**src/rtl/la_readout.sv**
```systemverilog
// Streams a decimated window of the LA capture RAM onto a valid/ready sample stream.
// Latency: rd_addr one cycle after start, first sample 2+RD_LAT cycles after start, then gapless.
// Backpressure: reads are issued only against free FIFO credit, so at most RD_LAT+2 samples are outstanding.

// Small FIFO whose head sits in an output register; an empty FIFO loads the head directly.
// Latency: one cycle from push to head_vld.
// Backpressure: none internally; the caller must never push into a full FIFO.
module la_readout_fifo #(
  parameter int W     = 9,
  parameter int DEPTH = 3,
  parameter int CW    = $clog2(DEPTH + 1)
) (
  input  logic          clk,
  input  logic          rst,
  input  logic          push_vld,
  input  logic [W-1:0]  push_dat,
  input  logic          pop,
  output logic          head_vld,
  output logic [W-1:0]  head_dat,
  output logic [CW-1:0] cnt
);
  localparam int QD = DEPTH - 1;
  localparam int PW = (QD > 1) ? $clog2(QD) : 1;

  logic [W-1:0]  mem [QD];
  logic [PW-1:0] wr_ptr, rd_ptr;
  logic [CW-1:0] q_cnt;
  logic          load_head, q_pop, bypass, q_push;

  function automatic logic [PW-1:0] ptr_inc(input logic [PW-1:0] p);
    return (p == PW'(QD - 1)) ? '0 : p + PW'(1);
  endfunction

  assign load_head = !head_vld || pop;
  assign q_pop     = load_head && (q_cnt != '0);
  assign bypass    = load_head && (q_cnt == '0) && push_vld;
  assign q_push    = push_vld && !bypass;
  assign cnt       = q_cnt + CW'(head_vld);

  always_ff @(posedge clk or posedge rst) begin
    if (rst) begin
      wr_ptr   <= '0;
      rd_ptr   <= '0;
      q_cnt    <= '0;
      head_vld <= 1'b0;
      head_dat <= '0;
    end else begin
      if (q_push) wr_ptr <= ptr_inc(wr_ptr);
      if (q_pop)  rd_ptr <= ptr_inc(rd_ptr);
      q_cnt <= q_cnt + CW'(q_push) - CW'(q_pop);
      if (load_head) begin
        head_vld <= q_pop || bypass;
        if (q_pop)       head_dat <= mem[rd_ptr];
        else if (bypass) head_dat <= push_dat;
      end
    end
  end

  always_ff @(posedge clk) begin
    if (q_push) mem[wr_ptr] <= push_dat;
  end
endmodule

module la_readout #(
  parameter int ADDR_W = 17,
  parameter int DATA_W = 8,
  parameter int RD_LAT = 1
) (
  input  logic              clk_50M,
  input  logic              rst,
  input  logic              start,
  input  logic [ADDR_W-1:0] base_addr,
  input  logic [ADDR_W-1:0] length,
  input  logic [2:0]        step,
  output logic [ADDR_W-1:0] rd_addr,
  input  logic [DATA_W-1:0] rd_data,
  output logic [DATA_W-1:0] out_data,
  output logic              out_valid,
  input  logic              out_ready,
  output logic              out_last,
  output logic              busy,
  output logic              done
);
  localparam int DEPTH = RD_LAT + 2;
  localparam int CW    = $clog2(DEPTH + 1) + 1;

  typedef enum logic [1:0] {IDLE, RUN, DRAIN} state_t;
  state_t state, state_nxt;

  logic [ADDR_W-1:0] addr_q, len_q, issued, captured;
  logic [2:0]        step_q;
  logic [RD_LAT:0]   tag_sr;
  logic [CW-1:0]     inflight, fifo_cnt;
  logic [DATA_W:0]   head_dat;
  logic              pop, accept, issue, done_nxt, cap_last;

  // Bit 0 is aligned with rd_addr, bit RD_LAT with the matching rd_data.
  always_comb begin
    inflight = '0;
    for (int i = 0; i <= RD_LAT; i++) inflight = inflight + CW'(tag_sr[i]);
  end

  assign pop      = out_valid && out_ready;
  assign cap_last = (captured == len_q - ADDR_W'(1));
  assign busy     = (state != IDLE);
  assign out_data = head_dat[DATA_W-1:0];
  assign out_last = out_valid && head_dat[DATA_W];

  always_comb begin
    state_nxt = state;
    accept    = 1'b0;
    issue     = 1'b0;
    done_nxt  = 1'b0;
    case (state)
      IDLE: begin
        if (start) begin
          if (length == '0) begin
            done_nxt = 1'b1;
          end else begin
            accept    = 1'b1;
            issue     = 1'b1;
            state_nxt = RUN;
          end
        end
      end
      RUN: begin
        if (issued == len_q) state_nxt = DRAIN;
        // A pop this cycle frees a slot in time for the new read's data.
        else issue = (fifo_cnt + inflight) < (CW'(DEPTH) + CW'(pop));
      end
      default: ;
    endcase
    if (state != IDLE && pop && out_last) begin
      state_nxt = IDLE;
      done_nxt  = 1'b1;
    end
  end

  always_ff @(posedge clk_50M or posedge rst) begin
    if (rst) begin
      state    <= IDLE;
      rd_addr  <= '0;
      addr_q   <= '0;
      len_q    <= '0;
      step_q   <= '0;
      issued   <= '0;
      captured <= '0;
      tag_sr   <= '0;
      done     <= 1'b0;
    end else begin
      state  <= state_nxt;
      done   <= done_nxt;
      tag_sr <= {tag_sr[RD_LAT-1:0], issue};
      if (accept) begin
        len_q    <= length;
        step_q   <= step;
        issued   <= ADDR_W'(1);
        captured <= '0;
        rd_addr  <= base_addr;
        addr_q   <= base_addr + (ADDR_W'(1) << step);
      end else begin
        if (issue) begin
          rd_addr <= addr_q;
          addr_q  <= addr_q + (ADDR_W'(1) << step_q);
          issued  <= issued + ADDR_W'(1);
        end
        if (tag_sr[RD_LAT]) captured <= captured + ADDR_W'(1);
      end
    end
  end

  la_readout_fifo #(
    .W    (DATA_W + 1),
    .DEPTH(DEPTH),
    .CW   (CW)
  ) u_fifo (
    .clk     (clk_50M),
    .rst     (rst),
    .push_vld(tag_sr[RD_LAT]),
    .push_dat({cap_last, rd_data}),
    .pop     (pop),
    .head_vld(out_valid),
    .head_dat(head_dat),
    .cnt     (fifo_cnt)
  );
endmodule

```
**config.mk**
```make
export PLATFORM = sky130hd
export DESIGN_NAME = la_readout
export DESIGN_NICKNAME = d
export VERILOG_FILES = /design/src/rtl/la_readout.sv
export SDC_FILE = /design/constraint.sdc
export NUM_CORES = 1
export LEC_CHECK = 0
export CORE_ASPECT_RATIO = 2
export CORE_MARGIN = 5
export CORE_UTILIZATION = 48
export CTS_BUF_LIST = sky130_fd_sc_hd__clkbuf_2
export DETAILED_ROUTE_END_ITERATION = 8
export GPL_TIMING_DRIVEN = 0
export MAX_ROUTING_LAYER = met4
export PLACE_DENSITY = 0.75
export SYNTH_ARGS = -nofsm -noshare
export SYNTH_HDL_FRONTEND = slang
export SYNTH_HIERARCHICAL = 1
export SYNTH_SLANG_ARGS = --single-unit
export TNS_END_PERCENT = 5
```
**constraint.sdc**
```tcl
create_clock -name clk_50M -period 6.6 [get_ports clk_50M]
set_input_delay 1.98 -clock clk_50M [delete_from_list [all_inputs] [get_ports clk_50M]]
set_output_delay 1.98 -clock clk_50M [all_outputs]
set_load 0.02 [all_outputs]
```
# [Word-level counts from Yosys, hierarchy flattened]
# Memory sizes are Yosys's and may differ from the RTL's.
# Index checks and enable logic that the tools add are counted.
[word_totals] elab_cells=88 out_inout_bits=29 ram_bits=18 inputBits=49 mem_count=1 ff_bits=108
[mem_list] memory="u_fifo.mem" depth=2 width=9 read_ports=1 rd_clocked_by_memory_dff=0 write_ports=1 line="25" rtl="logic [W-1:0] mem [QD];"
[op_classes] shift=2 eq_ne=6 muxes=28 n_addsub=13 magnitude_cmp=1 reduce_logical=23
[ops] operator="$mux 17" count=8
[ops] operator="$add 17x1->17 const B" count=2
[ops] operator="$add 17x17->17" count=2
[ops] operator="$eq 17x17->1" count=2
[ops] operator="$shl 1x3->17 const A" count=2
[ops] operator="$mux 9" count=2
[ops] operator="$logic_not 17->1" count=1
[ops] operator="$sub 17x1->17 const B" count=1
[ops] operator="$mux 1" count=12
[ops] operator="$ne 3x3->1 const B" count=3
[ops] operator="$logic_and 1x1->1" count=8
[ops] operator="$mux 2" count=4
[ops] operator="$reduce_bool 2->1" count=4
[ops] operator="$add 3x1->3" count=2
[ops] operator="$reduce_bool 3->1" count=2
[ops] operator="$pmux 2 s2" count=1
[ops] operator="$reduce_and 4->1" count=1
[ops] operator="$add 2x1->3 const A" count=1
[ops] operator="$add 3x2->3" count=1
[ops] operator="$logic_not 3->1" count=1
[ops] operator="$lt 3x3->1" count=1
[ops] operator="$sub 3x1->3" count=1
[ops] operator="$add 1x1->1 const B" count=2
[ops] operator="$add 1x1->2" count=1
[ops] operator="6 further kinds" count=8

# [Depth between registers and ports, before layout]
[logic_depth] word_depth=8 depth_mapped=15 ltp_nobuf=13

# [Modules after synthesis]
# The synthesis kept the hierarchy.
[by_module_without_submodules] module="la_readout" instances=1 area_per_inst_um2=6159.7 cells_each=691
[by_module_without_submodules] module="la_readout_fifo" instances=1 area_per_inst_um2=1367.6 cells_each=87

# [Least setup slack after synthesis]
# Ideal clock, no wire load.
[synth_timing] path_type="input-to-reg" startpoint="input step[1]" endpoint="register addr_q[16]" arrival_time_ns=4.069 stages=10 required_time_ns=6.455 slack_ns=2.386 setup_ns=0.145 path_cell_list="clkbuf_1 > nor3_1 > ha_1 > fa_1 > a21oi_1 > o21ai_0 > a2111oi_2 > nor4b_1 > xnor2_1 > o211ai_1"
[synth_via] elab_chain_len=3
[synth_rtl] item="from (decl)" line="74" rtl="input logic [2:0] step,"
[synth_rtl] item="$shl 1x3->17" line="160" rtl="addr_q <= base_addr + (ADDR_W'(1) << step);"
[synth_rtl] item="$add 17x17->17" line="160"
[synth_rtl] item="$mux 17" line="154" rtl="if (accept) begin"
[synth_rtl] item="to (signal assigned)" line="160"
[synth_rtl] item="to (signal assigned)" line="164" rtl="addr_q <= addr_q + (ADDR_W'(1) << step_q);"
[synth_rtl] item="to (decl)" line="90" rtl="logic [ADDR_W-1:0] addr_q, len_q, issued, captured;"
# No other way between the ends.
# A chain may end at the register's enable or synchronous reset.

# [Worst setup path after layout]
[layout_timing] startpoint="input out_ready" endpoint="register addr_q[12]"
[layout_via] elab_chain_len=6
[layout_rtl] item="from (decl)" line="79" rtl="input logic out_ready,"
[layout_rtl] item="$logic_and 1x1->1" line="103" rtl="assign pop = out_valid && out_ready;"
[layout_rtl] item="named net pop" line="95" rtl="logic pop, accept, issue, done_nxt, cap_last;"
[layout_rtl] item="$add 2x1->3" line="129" rtl="else issue = (fifo_cnt + inflight) < (CW'(DEPTH) + CW'(pop));"
[layout_rtl] item="$lt 3x3->1" line="129"
[layout_rtl] item="$mux 1" line="127" rtl="if (issued == len_q) state_nxt = DRAIN;"
[layout_rtl] item="$pmux 1 s2" line="114" rtl="case (state)"
[layout_rtl] item="$reduce_bool 2->1 (no source line)"
# The timed path passes the listed nets, and every way through them passes these cells.

==> qor.yml <==
run_status:
  outcome: "complete, no violations"
die:
  die-height_um: 187.1
  core_area_um2: 15370
  die_area_um2: 18440
  num_io_pins: 78
  effective_utilization_at_floorplan_pct: 48.96
  die_width_um: 98.55
  row_count: 64
global_route:
  antenna_found_initial: 1
  grt_first_pass_wirelength_um: 33150
  grt_start_max_net_pins: 64
  all_layer_gr_usage_pct: 23.15
  grt_pass1_vias: 6579
  grt_remaining_overflow: 0
cells_and_area:
  finalNetCount: 951
  layout.cells.non_filler: 1084
  post_route_cells_drive_above_1_share_pct: 7.458
  area_delta_synth_final_pct: 16.71
clock_network:
  clock_tree.htree_level_count: 4
  worst_skew_pair.late_latency_ns: 0.72
  clockBufferDepth: 2
  numCtsBuffers: 17
  clock_tree.root_cell: "sky130_fd_sc_hd__clkbuf_2"
  clkSinkCount: 126
  post_cts_hold_buffer_count: 0
  path_clk_slew_ns: 0.26
  clock_tree_from_tritoncts: "done"
  post_cts_resize_count: 0
  post-cts-setup-buffers: 0
sta:
  layout_min_cycle_time_ns: 4.435
  report.final.setup_viol: 0
  timing.fmax_ghz: 0.2255
  hold_viol_final: 0
  slew_headroom_pct: 43.28
  worstMarginPinSlew_ns: 0.8476
  final_max_slew_viol_count: 0
  totalNegativeSetupSlack_ns: 0
  finClkSkew_ns: 0.05919
  period_share_pct: 67.19
  rsz_0062_raised_after_global_routing: "no"
setup_path:
  critical_path.cell_chain: "clkdlybuf4s50_1 > nand2_1 > inv_1 > ha_1 > o21ai_0 > a31oi_1 > nor3_1 > o21ai_2 > clkbuf_1 > o311ai_0 > o211ai_1"
  worst_path_max_delay_cell: "sky130_fd_sc_hd__nor3_1"
  timing_worst_setup_path_type: "in -> reg"
  worstReg2RegStart: "tag_sr[1]"
  timing.critical_path.fanout_max: 10
  crit_required_ns: 7.18
  worstSetupEndpointType: "flop"
  cp_slowest_stage_delay_ns: 0.63
  critical_path.startpoint_type: "input pin"
  worstPathArrival_ns: 5.02
  worst_setup_path_startpoint: "out_ready"
placement:
  number_of_instances_in_the_placed_design: 1051
  buffer_ports.inserted: 74
  place_hpwl_um: 15510
  gpl.final_weighted_congestion: 0.9135
yosys:
  postSynthRegisterBits: 126
  average_footprint_of_a_synthesized_cell_um2: 9.675
  synthTopCellsByArea: "sky130_fd_sc_hd__dfrtp_1, sky130_fd_sc_hd__edfxtp_1, sky130_fd_sc_hd__nand2_1"
  async_flop_share_pct: 85.71
  post_synth_num_cell_types: 67
  post_synth_inst_count: 778
  synth.yosys.warnings: 6
  postSynthNetCount: 857
  synth_top_area_cell: "sky130_fd_sc_hd__dfrtp_1"
  mappedNetlistArea_um2: 7527
  seq_area_frac_synth_pct: 43.09
  synth_top_area_share_pct: 35.90
  edff_count_synth: 18
  dominantRegCellSynth: "sky130_fd_sc_hd__dfrtp_1"
flow_run:
  maxCapViolations: 0
power:
  powerDensity_nw_per_um2: 482.5
  static-leakage-power_nw: 3.809
  irDropWorstVdd_mv: 0.2755
drt:
  drc_errors: 0
  detail-route-antenna-nets: 0
  post_drt_via_cell_ratio: 5.894
  dr.pass1.iters: 5
  detail_route.wirelength_um: 20560
  drt-wirelength-per-cell_um: 18.97
  drt_first_iter_violations: 285
  via_count: 6389
hold_path:
  worst_hold_path_type: "reg -> reg"
  hold_start: "tag_sr[0]"
synth_stat cells (all sizes together) (17+ instances only):
library cell	number
xor2	45
nand2	121
edfxtp	18
dfrtp	108
nor3	30
xnor2	41
inv	22
nand3	17
a21oi	18
clkbuf	24
a221o	21
mux2i	27
buf	19
nor2	49
and3	18
ha	26
o21ai	25
stage by stage:
| stage | setup slack, ns | area [um2] | hold WS, ns | power (mW) | util [%] |
|---|---|---|---|---|---|
| floorplan | 2.200 | 7527 | 0.3537 | 2.952 | - |
| global placement | 0.5279 | 8516 | 0.3599 | 3.684 | 55.39 |
| detailed placement | 1.467 | 8546 | 0.3609 | 3.741 | 55.58 |
| CTS | 2.212 | 8782 | 0.3648 | 4.241 | 57.12 |
| global route | 2.074 | 8785 | 0.3673 | 4.526 | 57.14 |
| finish | 2.165 | 8785 | 0.3760 | 4.239 | 57.14 |
final cells by class:
class / instances / area (um2)
antenna: 1 / 2.502
buffer: 43 / 220.2
clock buffer: 17 / 85.08
clock inverter: 15 / 151.4
fill: 1386 / 6590
inverter: 22 / 85.08
multi-input combinational: 587 / 3981
sequential: 126 / 3243
tap: 198 / 247.7
timing repair buffer: 75 / 768.2
flip-flops by register name, indices dropped and copies added (netlist names), 2 cells and up:
register / cells
tag_sr: 2
captured: 17
rd_addr: 17
issued: 17
u_fifo/mem: 18
u_fifo/q_cnt: 3
state: 2
addr_q: 17
len_q: 17
u_fifo/head_dat: 9
step_q: 3
metal layers:
metal	vias to the layer above	wire, um	share of wire [%]	global-route usage [%]
met4	0	1052	5.1	13.68
met5	-	0	0	-
li1	3001	-	-	-
met3	72	635	3.1	3.061
met1	3141	7297	35	22.94
met2	175	11570	56	42.12
report_power, final:
part	internal [mW]	switching, mW	leakage (nW)
Combinational	0.997	1.42	2.13
Clock	0.149	0.346	0.142
Sequential	1.08	0.251	1.54
Total	2.23	2.01	3.81
cells in the final DEF (no fill, tap or decap), types with 14 or more instances in the layout:
cell	synthesis	routed
sky130_fd_sc_hd__a21oi_1	18	18
sky130_fd_sc_hd__inv_1	22	21
sky130_fd_sc_hd__dfrtp_1	108	108
sky130_fd_sc_hd__xnor2_1	41	41
sky130_fd_sc_hd__clkbuf_2	0	17
sky130_fd_sc_hd__xor2_1	45	45
sky130_fd_sc_hd__nand3_1	17	17
sky130_fd_sc_hd__clkbuf_1	24	24
sky130_fd_sc_hd__nand4_1	14	14
sky130_fd_sc_hd__nor3_1	28	28
sky130_fd_sc_hd__a221o_1	21	21
sky130_fd_sc_hd__o21ai_0	16	16
sky130_fd_sc_hd__edfxtp_1	18	18
sky130_fd_sc_hd__mux2i_1	27	27
sky130_fd_sc_hd__nor2_1	49	49
sky130_fd_sc_hd__and3_1	18	18
sky130_fd_sc_hd__nand2_1	121	121
sky130_fd_sc_hd__ha_1	26	26
sky130_fd_sc_hd__clkdlybuf4s50_1	0	74
final timing paths:
path / endpoint / slack [ns] / depth (start not counted)
max: addr_q[12] / 2.17 / 11
min: tag_sr[1] / 0.38 / 0
max reg2reg: addr_q[12] / 2.48 / 13
min reg2reg: tag_sr[1] / 0.38 / 0
max in group asynchronous: issued[16] / 4.30 / 3
min in group asynchronous: len_q[2] / 1.62 / 2
worst max-delay path, delay by kind of cell:
family | cells | cell delay [ns]
compound gates | 5 | 1.11
buf+inv | 3 | 0.96
simple gates | 2 | 0.73
fa+ha+maj | 1 | 0.24
logic make-up (layout without fill, tap and decap cells):
| family | count (synthesis) | after routing | share of synthesized area, % |
|---|---|---|---|
| other cells | 0 | 1 | 0 |
| xor+xnor | 86 | 86 | 10.01 |
| flops | 126 | 126 | 43.09 |
| fa+ha+maj | 30 | 30 | 5.386 |
| buf+inv | 65 | 172 | 4.023 |
| compound gates | 130 | 130 | 12.80 |
| simple gates | 314 | 314 | 21.11 |
| mux | 27 | 27 | 3.590 |
Power figures use the tool's default switching activity.
